<file path="src/rtl/sec_loc_decoder_arbiter.sv">
// sec_loc_decoder_arbiter
// Round-robin front end that shares one clocked SEC location decoder among
// NREQ codeword sources. A granted codeword is registered onto dec_w and
// launched with a one-cycle dec_start pulse. The location returned on dec_n
// goes back over a valid/ready response port, tagged with the requester index.
//
// Optional build macro: SECARB_TIMEOUT_EN
//   When it is defined, a WAIT watchdog aborts a job after MAX_WAIT cycles.
//   The aborted job answers with rsp_err = 1 and rsp_n = all ones.
//   When it is undefined, WAIT lasts until dec_found and rsp_err is constant 0.
module sec_loc_decoder_arbiter #(
  parameter int NREQ     = 4,
  parameter int W_BITS   = 32,
  parameter int N_BITS   = 25,
  parameter int MAX_WAIT = 64
) (
  input  logic                     clk,
  input  logic                     rst_n,
  input  logic [NREQ-1:0]          req_valid,
  input  logic [NREQ*W_BITS-1:0]   req_w,
  output logic [NREQ-1:0]          req_ready,
  output logic                     rsp_valid,
  input  logic                     rsp_ready,
  output logic [$clog2(NREQ)-1:0]  rsp_id,
  output logic [N_BITS-1:0]        rsp_n,
  output logic                     rsp_err,
  output logic                     dec_start,
  output logic [W_BITS-1:0]        dec_w,
  input  logic                     dec_found,
  input  logic [N_BITS-1:0]        dec_n,
  output logic                     busy
);

  localparam int ID_W = $clog2(NREQ);

  typedef enum logic [1:0] {
    S_IDLE   = 2'd0,
    S_LAUNCH = 2'd1,
    S_WAIT   = 2'd2,
    S_RESP   = 2'd3
  } state_t;

  state_t            state_reg;
  logic [ID_W-1:0]   rr_ptr_reg;   // last requester served
  logic [ID_W-1:0]   grant_reg;    // requester owning the current job
  logic [ID_W-1:0]   grant_idx;    // combinational round-robin winner
  logic              grant_hit;    // some requester is asking

  // Unpack the flat codeword bus so each requester's word can be indexed.
  logic [W_BITS-1:0] req_w_arr [NREQ];

  generate
    for (genvar gi = 0; gi < NREQ; gi++) begin : g_unpack
      assign req_w_arr[gi] = req_w[gi*W_BITS +: W_BITS];
    end
  endgenerate

  // Search starts one past the last winner and wraps modulo NREQ. The first
  // requester found with req_valid set wins.
  always_comb begin
    logic [ID_W:0] cand;
    grant_idx = '0;
    grant_hit = 1'b0;
    cand      = '0;
    for (int off = 1; off <= NREQ; off++) begin
      cand = {1'b0, rr_ptr_reg} + (ID_W+1)'(off);
      if (cand >= (ID_W+1)'(NREQ)) begin
        cand = cand - (ID_W+1)'(NREQ);
      end
      if (!grant_hit && req_valid[cand[ID_W-1:0]]) begin
        grant_hit = 1'b1;
        grant_idx = cand[ID_W-1:0];
      end
    end
  end

  // Accept is offered only in IDLE, and only to the round-robin winner.
  always_comb begin
    req_ready = '0;
    if (state_reg == S_IDLE && grant_hit) begin
      req_ready[grant_idx] = 1'b1;
    end
  end

`ifdef SECARB_TIMEOUT_EN
  localparam int CNT_W = $clog2(MAX_WAIT + 1);
  logic [CNT_W-1:0] wait_cnt_reg;  // WAIT cycles spent on the current job
`else
  // No watchdog in this build, so the error flag is permanently low.
  // MAX_WAIT is referenced only so that it is not an unused parameter; the
  // comparison is false for every legal configuration.
  assign rsp_err = (MAX_WAIT < 0);
`endif

  // Main controller: state, round-robin pointer and every registered output.
  always_ff @(posedge clk or negedge rst_n) begin
    if (!rst_n) begin
      state_reg    <= S_IDLE;
      rr_ptr_reg   <= ID_W'(NREQ-1);
      grant_reg    <= '0;
      dec_w        <= '0;
      dec_start    <= 1'b0;
      rsp_valid    <= 1'b0;
      rsp_n        <= '0;
      rsp_id       <= '0;
      busy         <= 1'b0;
`ifdef SECARB_TIMEOUT_EN
      rsp_err      <= 1'b0;
      wait_cnt_reg <= '0;
`endif
    end else begin
      case (state_reg)
        S_IDLE: begin
          if (grant_hit) begin
            dec_w     <= req_w_arr[grant_idx];
            grant_reg <= grant_idx;
            dec_start <= 1'b1;
            busy      <= 1'b1;
            state_reg <= S_LAUNCH;
          end
        end

        // dec_found may still carry the previous job's result here, so it is
        // deliberately not looked at.
        S_LAUNCH: begin
          dec_start <= 1'b0;
`ifdef SECARB_TIMEOUT_EN
          wait_cnt_reg <= '0;
`endif
          state_reg <= S_WAIT;
        end

        S_WAIT: begin
          if (dec_found) begin
            rsp_n     <= dec_n;
            rsp_id    <= grant_reg;
`ifdef SECARB_TIMEOUT_EN
            rsp_err   <= 1'b0;
`endif
            rsp_valid <= 1'b1;
            state_reg <= S_RESP;
          end
`ifdef SECARB_TIMEOUT_EN
          // A real result takes priority over the watchdog in the same cycle.
          else if (wait_cnt_reg == CNT_W'(MAX_WAIT-1)) begin
            rsp_n     <= '1;
            rsp_id    <= grant_reg;
            rsp_err   <= 1'b1;
            rsp_valid <= 1'b1;
            state_reg <= S_RESP;
          end else begin
            wait_cnt_reg <= wait_cnt_reg + 1'b1;
          end
`endif
        end

        // The response stays frozen until it is taken. The next grant is
        // possible only from IDLE, one cycle after the handshake.
        S_RESP: begin
          if (rsp_ready) begin
            rsp_valid  <= 1'b0;
            busy       <= 1'b0;
            rr_ptr_reg <= grant_reg;
            state_reg  <= S_IDLE;
          end
        end

        default: begin
          state_reg <= S_IDLE;
        end
      endcase
    end
  end

endmodule
</file>
<file path="config.mk">
export PLATFORM = sky130hd
export DESIGN_NAME = sec_loc_decoder_arbiter
export DESIGN_NICKNAME = d
export VERILOG_FILES = /design/src/rtl/sec_loc_decoder_arbiter.sv
export SDC_FILE = /design/constraint.sdc
export NUM_CORES = 1
export LEC_CHECK = 0
export BUFFER_PORTS_ARGS = -buffer_cell sky130_fd_sc_hd__buf_2
export CORE_ASPECT_RATIO = 2
export CORE_MARGIN = 2
export CORE_UTILIZATION = 30
export CTS_BUF_LIST = sky130_fd_sc_hd__clkbuf_4
export DETAILED_ROUTE_END_ITERATION = 16
export PLACE_DENSITY = 0.71
export SYNTH_ARGS = -nofsm -noshare
export SYNTH_HDL_FRONTEND = slang
export SYNTH_SLANG_ARGS = --single-unit
</file>
<file path="constraint.sdc">
create_clock -name clk -period 2 [get_ports clk]
set_input_delay 0.1 -clock clk [delete_from_list [all_inputs] [get_ports clk]]
set_output_delay 0.1 -clock clk [all_outputs]
set_load 0.1 [all_outputs]
</file>
==> impl_summary.txt, run 1 <==
----------------------------------------------------
[Run status]
  Result of the run ... stopped before the end
  Last step reached ... clock tree synthesis (4_1_cts)
  Tool error ... [ERROR RSZ-0060] Max buffer count reached.

[Synthesis]
  Distinct cell type count of the synthesized netlist ... 30
  Dominant cell type by area after synthesis ... dfrtp_1
  Commonest cells in the netlist ... dfrtp_1, mux2i_1, nand2_1
  Most common cell in the synthesized netlist ... dfrtp_1
  Share of flip-flops with an asynchronous set or reset after synthesis ... 100%
  Cell count after synthesis ... 304
  Warnings from Yosys ... 0
  Number of enable-type register cells in the synthesized netlist ... 0
  Share of synthesized area occupied by flip-flops and latches ... 47.2%
  Post-synthesis instance area ... 0.00361 mm2
  Synthesis-stage register bit count ... 68
  Dominant register cell in the synthesized netlist ... dfrtp_1
  Net Count, Synth ... 470
  Mean instance size in the synthesized netlist ... 11.9 um2
  Largest cells by area after synthesis ... dfrtp_1, mux2i_1, mux2_2
  Share of Yosys cell area claimed by the top area cell type ... 45.8%

[Place]
  Placed instance area ... 0.00494 mm2
  Input/output buffers ... 226
  Half-perimeter wire length of the detailed placement result ... 8.19 mm
  Routability congestion estimate ... 0.754

[CTS]
  Cell at the root of the clock tree ... clkbuf_4
  Maximum number of buffers from clock root to sink ... 2
  Post-cts sizing count ... 8
  CTS HTree Levels ... 3
  Clock tree sinks ... 68
  Cts bufs inserted ... 9
  Number of buffers inserted for hold repair after clock tree synthesis ... 138
  Buffers inserted by post-CTS timing repair ... 3

[Die]
  Placement Rows ... 56
  DIE HEIGHT ... 159 um
  Effective utilization at floorplan ... 30.8%
  I/O pin total ... 228
  Die W ... 81.6 um

----------------------------------------------------
through the flow:
stage	hold slack (ns)	setup slack, ns	utilization [%]	instances
detailed placement	0.274	0.0263	42.2	665
global placement	0.270	0.118	42.2	665
floorplan	-0.196	-0.269	-	304
cells by family after synthesis:
family,count (synthesis),synth area share (%)
flip-flops,68,47.2
other,1,0.104
AO/OA/AOI/OAI,52,11.5
multiplexers,94,27.1
buffers and inverters,28,5.82
adder cells (fa/ha/maj),5,1.73
AND/OR/NAND/NOR,56,6.52
==> inputs of run 2 (changes only) <==
--- a/config.mk
+++ b/config.mk
@@ -6,12 +6,10 @@
 export NUM_CORES = 1
 export LEC_CHECK = 0
 export BUFFER_PORTS_ARGS = -buffer_cell sky130_fd_sc_hd__buf_2
-export CORE_ASPECT_RATIO = 2
 export CORE_MARGIN = 2
-export CORE_UTILIZATION = 30
-export CTS_BUF_LIST = sky130_fd_sc_hd__clkbuf_4
+export CORE_UTILIZATION = 20
 export DETAILED_ROUTE_END_ITERATION = 16
-export PLACE_DENSITY = 0.71
+export PLACE_DENSITY_LB_ADDON = 0.15
 export SYNTH_ARGS = -nofsm -noshare
 export SYNTH_HDL_FRONTEND = slang
 export SYNTH_SLANG_ARGS = --single-unit
==> run 2 against run 1 <==
- the run now ends clean
- area after synthesis is the same
- synthesized cell count is the same
==> impl_summary.txt, run 2 <==
----------------------------------------------------
[Run status]
  Result of the run ... complete, no violations (was stopped before the end)

[CTS]
  Clock latency at the later pin of the worst-skew pair ... 0.34 ns
  Cts bufs inserted ... 9 (unchanged)
  Maximum number of buffers from clock root to sink ... 2 (unchanged)
  CTS HTree Levels ... 3 (unchanged)
  Clock tree sinks ... 68 (unchanged)
  Cell at the root of the clock tree ... clkbuf_16 (was clkbuf_4)
  CTS tree ... yes
  Register clock-pin slew on the reported worst setup and hold paths ... 0.06 ns

[Job]
  Max-cap violations ... 0

[Routing]
  First-pass iteration count of the detailed router ... 4
  Average wire length per cell after detail routing ... 14.8 um
  Wire length after detailed routing ... 11.9 mm
  Number of antenna-violating nets in the routed design ... 0
  Via density ... 4.22
  Remaining DRCs ... 0
  Number of violations reported at the end of detailed-routing iteration 0 ... 93
  Vias ... 3386

[Synthesis]
  Synthesis-stage register bit count ... 68 (unchanged)
  Share of Yosys cell area claimed by the top area cell type ... 45.8% (unchanged)
  Number of enable-type register cells in the synthesized netlist ... 0 (unchanged)
  Post-synthesis compound-gate area fraction ... 11.5% (unchanged)
  Post-synthesis instance area ... 0.00361 mm2 (unchanged)
  Post-synthesis share of cell area spent on and, or, nand and nor gates ... 6.52% (unchanged)
  Dominant register cell in the synthesized netlist ... dfrtp_1 (unchanged)
  Warnings from Yosys ... 0 (unchanged)
  Commonest cells in the netlist ... dfrtp_1, mux2i_1, nand2_1 (unchanged)
  Dominant combinational cell family by area after synthesis ... multiplexers (unchanged)
  Mean instance size in the synthesized netlist ... 11.9 um2 (unchanged)
  Multiplexer fraction of the synthesized cell area ... 27.1% (unchanged)
  Share of flip-flops with an asynchronous set or reset after synthesis ... 100% (unchanged)
  Dominant cell type by area after synthesis ... dfrtp_1 (unchanged)
  Share of synthesized area occupied by flip-flops and latches ... 47.2% (unchanged)
  Xor/xnor share of the synthesized area ... 0% (unchanged)
  Synthesized-area fraction occupied by adder cells ... 1.73% (unchanged)
  Cell count after synthesis ... 304 (unchanged)
  Most common cell in the synthesized netlist ... dfrtp_1 (unchanged)
  Net Count, Synth ... 470 (unchanged)
  Largest cells by area after synthesis ... dfrtp_1, mux2i_1, mux2_2 (unchanged)
  Distinct cell type count of the synthesized netlist ... 30 (unchanged)

[Global routing]
  Largest net degree at the start of global routing ... 41
  Total grt overflow ... 0
  Met3 capacity usage during global routing ... 5.26%
  Number of antenna violations at the first check in global routing ... 0
  Wire length of the first global-routing pass ... 18.0 mm
  Overall track demand over capacity in global routing ... 11.8%
  Met1 track utilization from global routing ... 13.9%
  Met2 usage ... 19.4%
  Most Crowded Layer GR ... met2
  Via count of the first global-routing pass ... 3505

[Place]
  Routability congestion estimate ... 0.704 (was 0.754)
  Input/output buffers ... 226 (unchanged)
  Half-perimeter wire length of the detailed placement result ... 8.39 mm (was 8.19 mm)
  Placed instance area ... 0.00508 mm2 (was 0.00494 mm2)

[Critical path]
  Critical Path Fanout Max ... 5
  Required time of the critical path ... 1.90 ns
  Category of the worst setup path capture point ... output port
  Cells traversed along the worst timing path ... a21oi_1, a31oi_1, a21oi_2, or2_4, nor2_4, buf_12
  Worst endpoint data arrival time ... 1.88 ns
  Crit path launch type ... flop
  Class of the most critical setup path ... flop to output port
  Worst reg-to-reg path cell count ... 6
  Max stage delay on crit path ... 0.60 ns
  Library cell contributing the largest single delay on the critical path ... dfstp_2

[STA]
  Highest clock rate ... 505 MHz
  Final critical path time including I/O delays and setup ... 1.98 ns
  Ratio of final minimum period to clock period ... 99.0%
  Hold violation count in the final report ... 0
  Transition time of the tightest slew-check pin ... 0.551 ns
  Worst slew margin relative to its limit ... 63.5%
  Setup Skew ... 0.00620 ns
  Setup repair after global routing missed its margin ... true
  Slew Viols, Final ... 0
  Final setup violation count ... 0

[Cells and area]
  Most used cells in the layout excluding fill and tap cells ... buf_2, dfrtp_1, mux2i_1
  Fin area ... 0.00587 mm2
  Register with the most flip-flops ... dec_w
  Fraction of layout instances using a drive strength above 1 ... 55.0%
  Layout overhead on the synthesized area ... 62.5%
  Final core occ ... 32.9%
  Registers with the most flip-flops ... dec_w (32), rsp_n (25)
  Commonest non-fill, non-tap cell in the layout ... buf_2
  Largest register FFs ... 32
  Count of nets after finishing ... 734

[Die]
  Die W ... 138 um (was 81.6 um)
  I/O pin total ... 228 (unchanged)
  Die outline area ... 0.0191 mm2
  Core region area ... 0.0178 mm2
  DIE HEIGHT ... 138 um (was 159 um)
  Placement Rows ... 49 (was 56)
  Effective utilization at floorplan ... 20.2% (was 30.8%)

[Worst hold path]
  Worst Hold Path Cells ... 3
  HP Class ... primary input to flop

----------------------------------------------------
## run 2: cell counts after synthesis
Identical to the previous run, type by type.
## run 2: what timing repair did
| action | in CTS | in global routing |
|---|---|---|
| hold buffers | 26 | 0 |
| cloned | 0 | 3 |
| endpoints found under the hold margin | 53 | 0 |
| endpoints found under the setup margin | 4 | 31 |
| pin swaps | 2 | 11 |
| buffers inserted | 2 | 4 |
| gates resized for setup | 5 | 12 |
## run 2: cells by family (layout without fill, tap and decap cells)
group / after synthesis / in the layout
AO/OA/AOI/OAI: 52 / 52
adder cells (fa/ha/maj): 5 / 5
buffers and inverters: 28 / 297
flip-flops: 68 / 68
multiplexers: 94 / 94
other: 1 / 2
AND/OR/NAND/NOR: 56 / 56
## run 2: metal layers
| metal | routed length [um] | vias to the layer above | share of wire [%] |
|---|---|---|---|
| met2 | 5730 | 130 | 48 |
| li1 | - | 1649 | - |
| met1 | 4970 | 1599 | 42 |
| met4 | 104 | 0 | 0.87 |
| met3 | 1110 | 8 | 9.3 |
| met5 | 0 | - | 0 |
## run 2: area by class of cell
class / count / area, um2
Antenna cell: 1 / 2.50
Clock buffer: 9 / 225
Clock inverter: 7 / 105
Fill cell: 1866 / 12000
Inverter: 9 / 33.8
Multi-Input combinational cell: 208 / 1790
Sequential cell: 68 / 1700
Tap cell: 229 / 287
Timing Repair Buffer: 272 / 1720
## run 2: through the flow
| step | setup TNS (ns) | worst slack, ns | hold WS [ns] | std cells |
|---|---|---|---|---|
| 2_1_floorplan | -0.644 | -0.269 | -0.196 | 304 |
| 3_3_place_gp | 0 | 0.125 | 0.0676 | 751 |
| 3_5_place_dp | 0 | 0.105 | 0.0679 | 751 |
| 4_1_cts | 0 | 0.00123 | 0.0580 | 795 |
| 5_1_grt | -0.919 | -0.0758 | 0.0834 | 802 |
| 6_report | 0 | 0.0209 | 0.0681 | 803 |
## run 2: worst max-delay path: cells and delay by family (launching register included)
kind / cells / cell delay (ns)
flip-flops: 1 / 0.60
AND/OR/NAND/NOR: 2 / 0.42
AO/OA/AOI/OAI: 3 / 0.34
buffers and inverters: 1 / 0.18
## run 2: path summary, 6_finish.rpt
kind | start | endpoint | slack (ns)
max | rr_ptr_reg[1]$_DFFE_PN1P_ | req_ready[0] | 0.02
min | req_w[86] | dec_w[22]$_DFFE_PN0P_ | 0.07
max reg2reg | rr_ptr_reg[1]$_DFFE_PN1P_ | dec_w[4]$_DFFE_PN0P_ | 0.06
min reg2reg | dec_w[28]$_DFFE_PN0P_ | dec_w[28]$_DFFE_PN0P_ | 0.48
max in group asynchronous | rst_n | rr_ptr_reg[0]$_DFFE_PN1P_ | 1.12
min in group asynchronous | rst_n | rsp_n[19]$_DFFE_PN0P_ | 0.26
Power of run 2 is left out: the tool's default activity adds up to more than one toggle a clock period on the data nets, which glitch-free logic cannot reach.
==> inputs of run 3 (changes only) <==
--- a/config.mk
+++ b/config.mk
@@ -7,8 +7,9 @@
 export LEC_CHECK = 0
 export BUFFER_PORTS_ARGS = -buffer_cell sky130_fd_sc_hd__buf_2
 export CORE_MARGIN = 2
-export CORE_UTILIZATION = 20
+export CORE_UTILIZATION = 29
 export DETAILED_ROUTE_END_ITERATION = 16
+export HOLD_SLACK_MARGIN = 0.1
 export PLACE_DENSITY_LB_ADDON = 0.15
 export SYNTH_ARGS = -nofsm -noshare
 export SYNTH_HDL_FRONTEND = slang
==> run 3 against run 2 <==
- the run now ends with negative setup slack left
- register-to-register slack got worse by 0.02 ns
- global-route usage rose by 6.3 points
- sequential cell count did not move
- highest routed layer unchanged
==> impl_summary.txt, run 3 (same netlist as run 2, synthesis figures left out) <==
----------------------------------------------------
[STA]
  Worst slew margin relative to its limit ... 66.0% (was 63.5%)
  Slew Viols, Final ... 0 (unchanged)
  Post-layout worst setup margin ... -0.00325 ns (was 0.0209 ns)
  Hold violation count in the final report ... 0 (unchanged)
  Highest clock rate ... 499 MHz (was 505 MHz)
  Setup Skew ... 0.00331 ns (was 0.00620 ns)
  Setup repair after global routing missed its margin ... true (unchanged)
  Transition time of the tightest slew-check pin ... 0.514 ns (was 0.551 ns)
  Ratio of final minimum period to clock period ... 100% (was 99.0%)
  Final setup violation count ... 1 (was 0)
  Final critical path time including I/O delays and setup ... 2.00 ns (was 1.98 ns)

[Routing]
  Number of violations reported at the end of detailed-routing iteration 0 ... 230 (was 93)
  Detailed route wirelength on metal2 ... 6.71 mm (was 5.73 mm)
  Wire length after detailed routing ... 13.3 mm (was 11.9 mm)
  Average wire length per cell after detail routing ... 16.3 um (was 14.8 um)
  Highest metal layer with signal wires ... met4 (unchanged)
  Via density ... 4.69 (was 4.22)
  Vias ... 3817 (was 3386)
  Detailed-route wire length on metal 1 ... 5.29 mm (was 4.97 mm)
  First-pass iteration count of the detailed router ... 4 (unchanged)
  Met3 wire length ... 1.05 mm (was 1.11 mm)
  Number of antenna-violating nets in the routed design ... 0 (unchanged)
  Remaining DRCs ... 0 (unchanged)

[CTS]
  Maximum number of buffers from clock root to sink ... 2 (unchanged)
  Clock tree sinks ... 68 (unchanged)
  CTS HTree Levels ... 3 (unchanged)
  Cell at the root of the clock tree ... clkbuf_16 (unchanged)
  CTS tree ... yes (unchanged)
  Register clock-pin slew on the reported worst setup and hold paths ... 0.06 ns (about the same)
  Cts bufs inserted ... 9 (unchanged)
  Clock latency at the later pin of the worst-skew pair ... 0.33 ns (was 0.34 ns)

[Cells and area]
  Registers with the most flip-flops ... dec_w (32), rsp_n (25) (unchanged)
  Most used cells in the layout excluding fill and tap cells ... buf_2, dlygate4sd3_1, dfrtp_1 (was buf_2, dfrtp_1, mux2i_1)
  Commonest non-fill, non-tap cell in the layout ... buf_2 (unchanged)
  Layout overhead on the synthesized area ... 81.9% (was 62.5%)
  Fin area ... 0.00657 mm2 (was 0.00587 mm2)
  Fraction of layout instances using a drive strength above 1 ... 48.5% (was 55.0%)
  Largest register FFs ... 32 (unchanged)
  Register with the most flip-flops ... dec_w (unchanged)
  Count of nets after finishing ... 806 (was 734)

[Die]
  DIE HEIGHT ... 116 um (was 138 um)
  Effective utilization at floorplan ... 29.9% (was 20.2%)
  Die W ... 116 um (was 138 um)
  Core region area ... 0.0121 mm2 (was 0.0178 mm2)
  Placement Rows ... 40 (was 49)
  Die outline area ... 0.0134 mm2 (was 0.0191 mm2)
  I/O pin total ... 228 (unchanged)

[Critical path]
  Crit path launch type ... flop (unchanged)
  Required time of the critical path ... 1.90 ns (about the same)
  Critical Path Fanout Max ... 6 (was 5)
  Worst endpoint data arrival time ... 1.90 ns (was 1.88 ns)
  Category of the worst setup path capture point ... output port (unchanged)
  Class of the most critical setup path ... flop to output port (unchanged)

[Global routing]
  Total grt overflow ... 0 (unchanged)
  Number of antenna violations at the first check in global routing ... 0 (unchanged)
  Via count of the first global-routing pass ... 3924 (was 3505)
  Wire length of the first global-routing pass ... 18.7 mm (was 18.0 mm)
  Largest net degree at the start of global routing ... 38 (was 41)
  Overall track demand over capacity in global routing ... 18.1% (was 11.8%)

[Job]
  Max-cap violations ... 0 (unchanged)

[Place]
  Routability congestion estimate ... 0.712 (was 0.704)
  Half-perimeter wire length of the detailed placement result ... 8.15 mm (was 8.39 mm)
  Placed instance area ... 0.00498 mm2 (was 0.00508 mm2)
  Input/output buffers ... 226 (unchanged)

[Worst hold path]
  HP Class ... primary input to flop (unchanged)

[Run status]
  Failing checks ... negative setup slack
  Result of the run ... finished, violations left (was complete, no violations)

----------------------------------------------------
-- run 3: cell count changes in the layout (fill, tap and decap cells not counted), sizes merged --
cell,previous run,this run
dlygate4sd3,26,98
clkbuf,11,16
buf,244,242
bufinv,2,3
clkinvlp,1,0
inv,13,9
clkinv,0,1
-- run 3: repair_timing --
item	in CTS	in global routing
setup endpoints to repair	5	30
resized for setup	3	18
cloned	0	5
hold buffers	98	0
pin swaps	2	16
buffers inserted	1	4
endpoints found under the hold margin	80	0
-- run 3: layout make-up --
type / instances / area, um2
Tap cell: 168 / 210
Timing Repair Buffer: 344 / 2480
Sequential cell: 68 / 1700
Inverter: 9 / 33.8
Fill cell: 1005 / 5500
Clock buffer: 12 / 256
Clock inverter: 4 / 95.1
Multi-Input combinational cell: 208 / 1790
Antenna cell: 1 / 2.50
-- run 3: metal layers --
| metal | vias up | track usage (%) |
|---|---|---|
| li1 | 1794 | - |
| met1 | 1810 | 20.5 |
| met2 | 195 | 32.8 |
| met3 | 18 | 4.92 |
| met4 | 0 | 6.27 |
| met5 | - | 0 |
-- run 3: final timing paths --
path | from | to | slack (ns) | depth (start not counted)
setup / recovery | rr_ptr_reg[1]$_DFFE_PN1P_ | req_ready[0] | -0.003 | 6
hold / removal | req_w[87] | dec_w[23]$_DFFE_PN0P_ | 0.08 | 3
setup reg to reg | rr_ptr_reg[1]$_DFFE_PN1P_ | dec_w[3]$_DFFE_PN0P_ | 0.04 | 7
hold reg to reg | dec_w[10]$_DFFE_PN0P_ | dec_w[10]$_DFFE_PN0P_ | 0.48 | 2
max in group asynchronous | rst_n | rr_ptr_reg[0]$_DFFE_PN1P_ | 1.11 | 3
min in group asynchronous | rst_n | rsp_n[11]$_DFFE_PN0P_ | 0.27 | 2
-- run 3: worst max-delay path, cell delays in order (launching register included) --
cell     delay (ns)
dfstp_2        0.62
mux2i_4        0.28
o22ai_4        0.13
a21oi_4        0.15
inv_2          0.08
nor2_4         0.12
buf_12         0.18
-- run 3: through the flow --
step           instances  utilization, %  TNS (ns)  hold WS [ns]  setup WS (ns)
4_1_cts              804            52.5   -0.0478         0.101        -0.0200
6_report             814            54.4  -0.00325        0.0844       -0.00325
3_3_place_gp         689            41.3         0        0.0863         0.0477
2_1_floorplan        304               -    -0.644        -0.196         -0.269
5_1_grt              813            54.4    -0.623         0.105        -0.0748
3_5_place_dp         689            41.3   -0.0196        0.0897        -0.0196
Power of run 3 is left out for the same reason.
==> inputs of run 4 (changes only) <==
--- a/config.mk
+++ b/config.mk
@@ -5,12 +5,13 @@
 export SDC_FILE = /design/constraint.sdc
 export NUM_CORES = 1
 export LEC_CHECK = 0
-export BUFFER_PORTS_ARGS = -buffer_cell sky130_fd_sc_hd__buf_2
 export CORE_MARGIN = 2
-export CORE_UTILIZATION = 29
+export CORE_UTILIZATION = 35
 export DETAILED_ROUTE_END_ITERATION = 16
+export DONT_BUFFER_PORTS = 1
 export HOLD_SLACK_MARGIN = 0.1
 export PLACE_DENSITY_LB_ADDON = 0.15
+export SLEW_MARGIN = 40
 export SYNTH_ARGS = -nofsm -noshare
 export SYNTH_HDL_FRONTEND = slang
 export SYNTH_SLANG_ARGS = --single-unit
==> run 4 against run 3 <==
- the flow now stops in clock tree synthesis (4_1_cts)
- area after synthesis is the same
- synthesized cell count is the same
==> impl_summary.txt, run 4 <==
----------------------------------------------------
[Synthesis]
  Most common cell in the synthesized netlist ... dfrtp_1 (unchanged)
  Mean instance size in the synthesized netlist ... 11.9 um2 (unchanged)
  Largest cells by area after synthesis ... dfrtp_1, mux2i_1, mux2_2 (unchanged)
  Warnings from Yosys ... 0 (unchanged)
  Dominant cell type by area after synthesis ... dfrtp_1 (unchanged)
  Post-synthesis instance area ... 0.00361 mm2 (unchanged)
  Net Count, Synth ... 470 (unchanged)
  Commonest cells in the netlist ... dfrtp_1, mux2i_1, nand2_1 (unchanged)
  Share of flip-flops with an asynchronous set or reset after synthesis ... 100% (unchanged)
  Distinct cell type count of the synthesized netlist ... 30 (unchanged)
  Share of synthesized area occupied by flip-flops and latches ... 47.2% (unchanged)
  Cell count after synthesis ... 304 (unchanged)
  Share of Yosys cell area claimed by the top area cell type ... 45.8% (unchanged)
  Dominant register cell in the synthesized netlist ... dfrtp_1 (unchanged)
  Number of enable-type register cells in the synthesized netlist ... 0 (unchanged)
  Synthesis-stage register bit count ... 68 (unchanged)

[Place]
  Routability congestion estimate ... 0.729 (was 0.712)
  Input/output buffers ... 0 (was 226)
  Half-perimeter wire length of the detailed placement result ... 6.80 mm (was 8.15 mm)

[Die]
  DIE HEIGHT ... 106 um (was 116 um)
  Die W ... 106 um (was 116 um)
  Placement Rows ... 37 (was 40)
  Effective utilization at floorplan ... 35.4% (was 29.9%)
  I/O pin total ... 228 (unchanged)

[CTS]
  CTS HTree Levels ... 3 (unchanged)
  Maximum number of buffers from clock root to sink ... 2 (unchanged)
  Buffers inserted by post-CTS timing repair ... 1 (unchanged)
  Clock tree sinks ... 68 (unchanged)
  Number of buffers inserted for hold repair after clock tree synthesis ... 104 (was 98)
  Cts bufs inserted ... 9 (unchanged)
  Post-cts sizing count ... 5 (was 3)
  Cell at the root of the clock tree ... clkbuf_8 (was clkbuf_16)

[Run status]
  Last step reached ... clock tree synthesis (4_1_cts)
  Result of the run ... stopped before the end (was finished, violations left)
  Tool error ... [ERROR RSZ-0060] Max buffer count reached.

----------------------------------------------------
run 4: kinds of logic after synthesis:
| kind of cell | after synthesis | synth area share, % |
|---|---|---|
| and+or+nand+nor | 56 | 6.52 |
| muxes | 94 | 27.1 |
| other | 1 | 0.104 |
| DFF | 68 | 47.2 |
| buffers and inverters | 28 | 5.82 |
| AOI/OAI and AO/OA | 52 | 11.5 |
| adders and majority gates | 5 | 1.73 |
run 4: through the flow:
stage	setup TNS, ns	instances	utilization (%)	setup WS (ns)	cell area, um2
3_5_place_dp	0	498	42.2	0.0804	4300
3_3_place_gp	0	498	42.2	0.146	4300
2_1_floorplan	-0.644	304	-	-0.269	3620
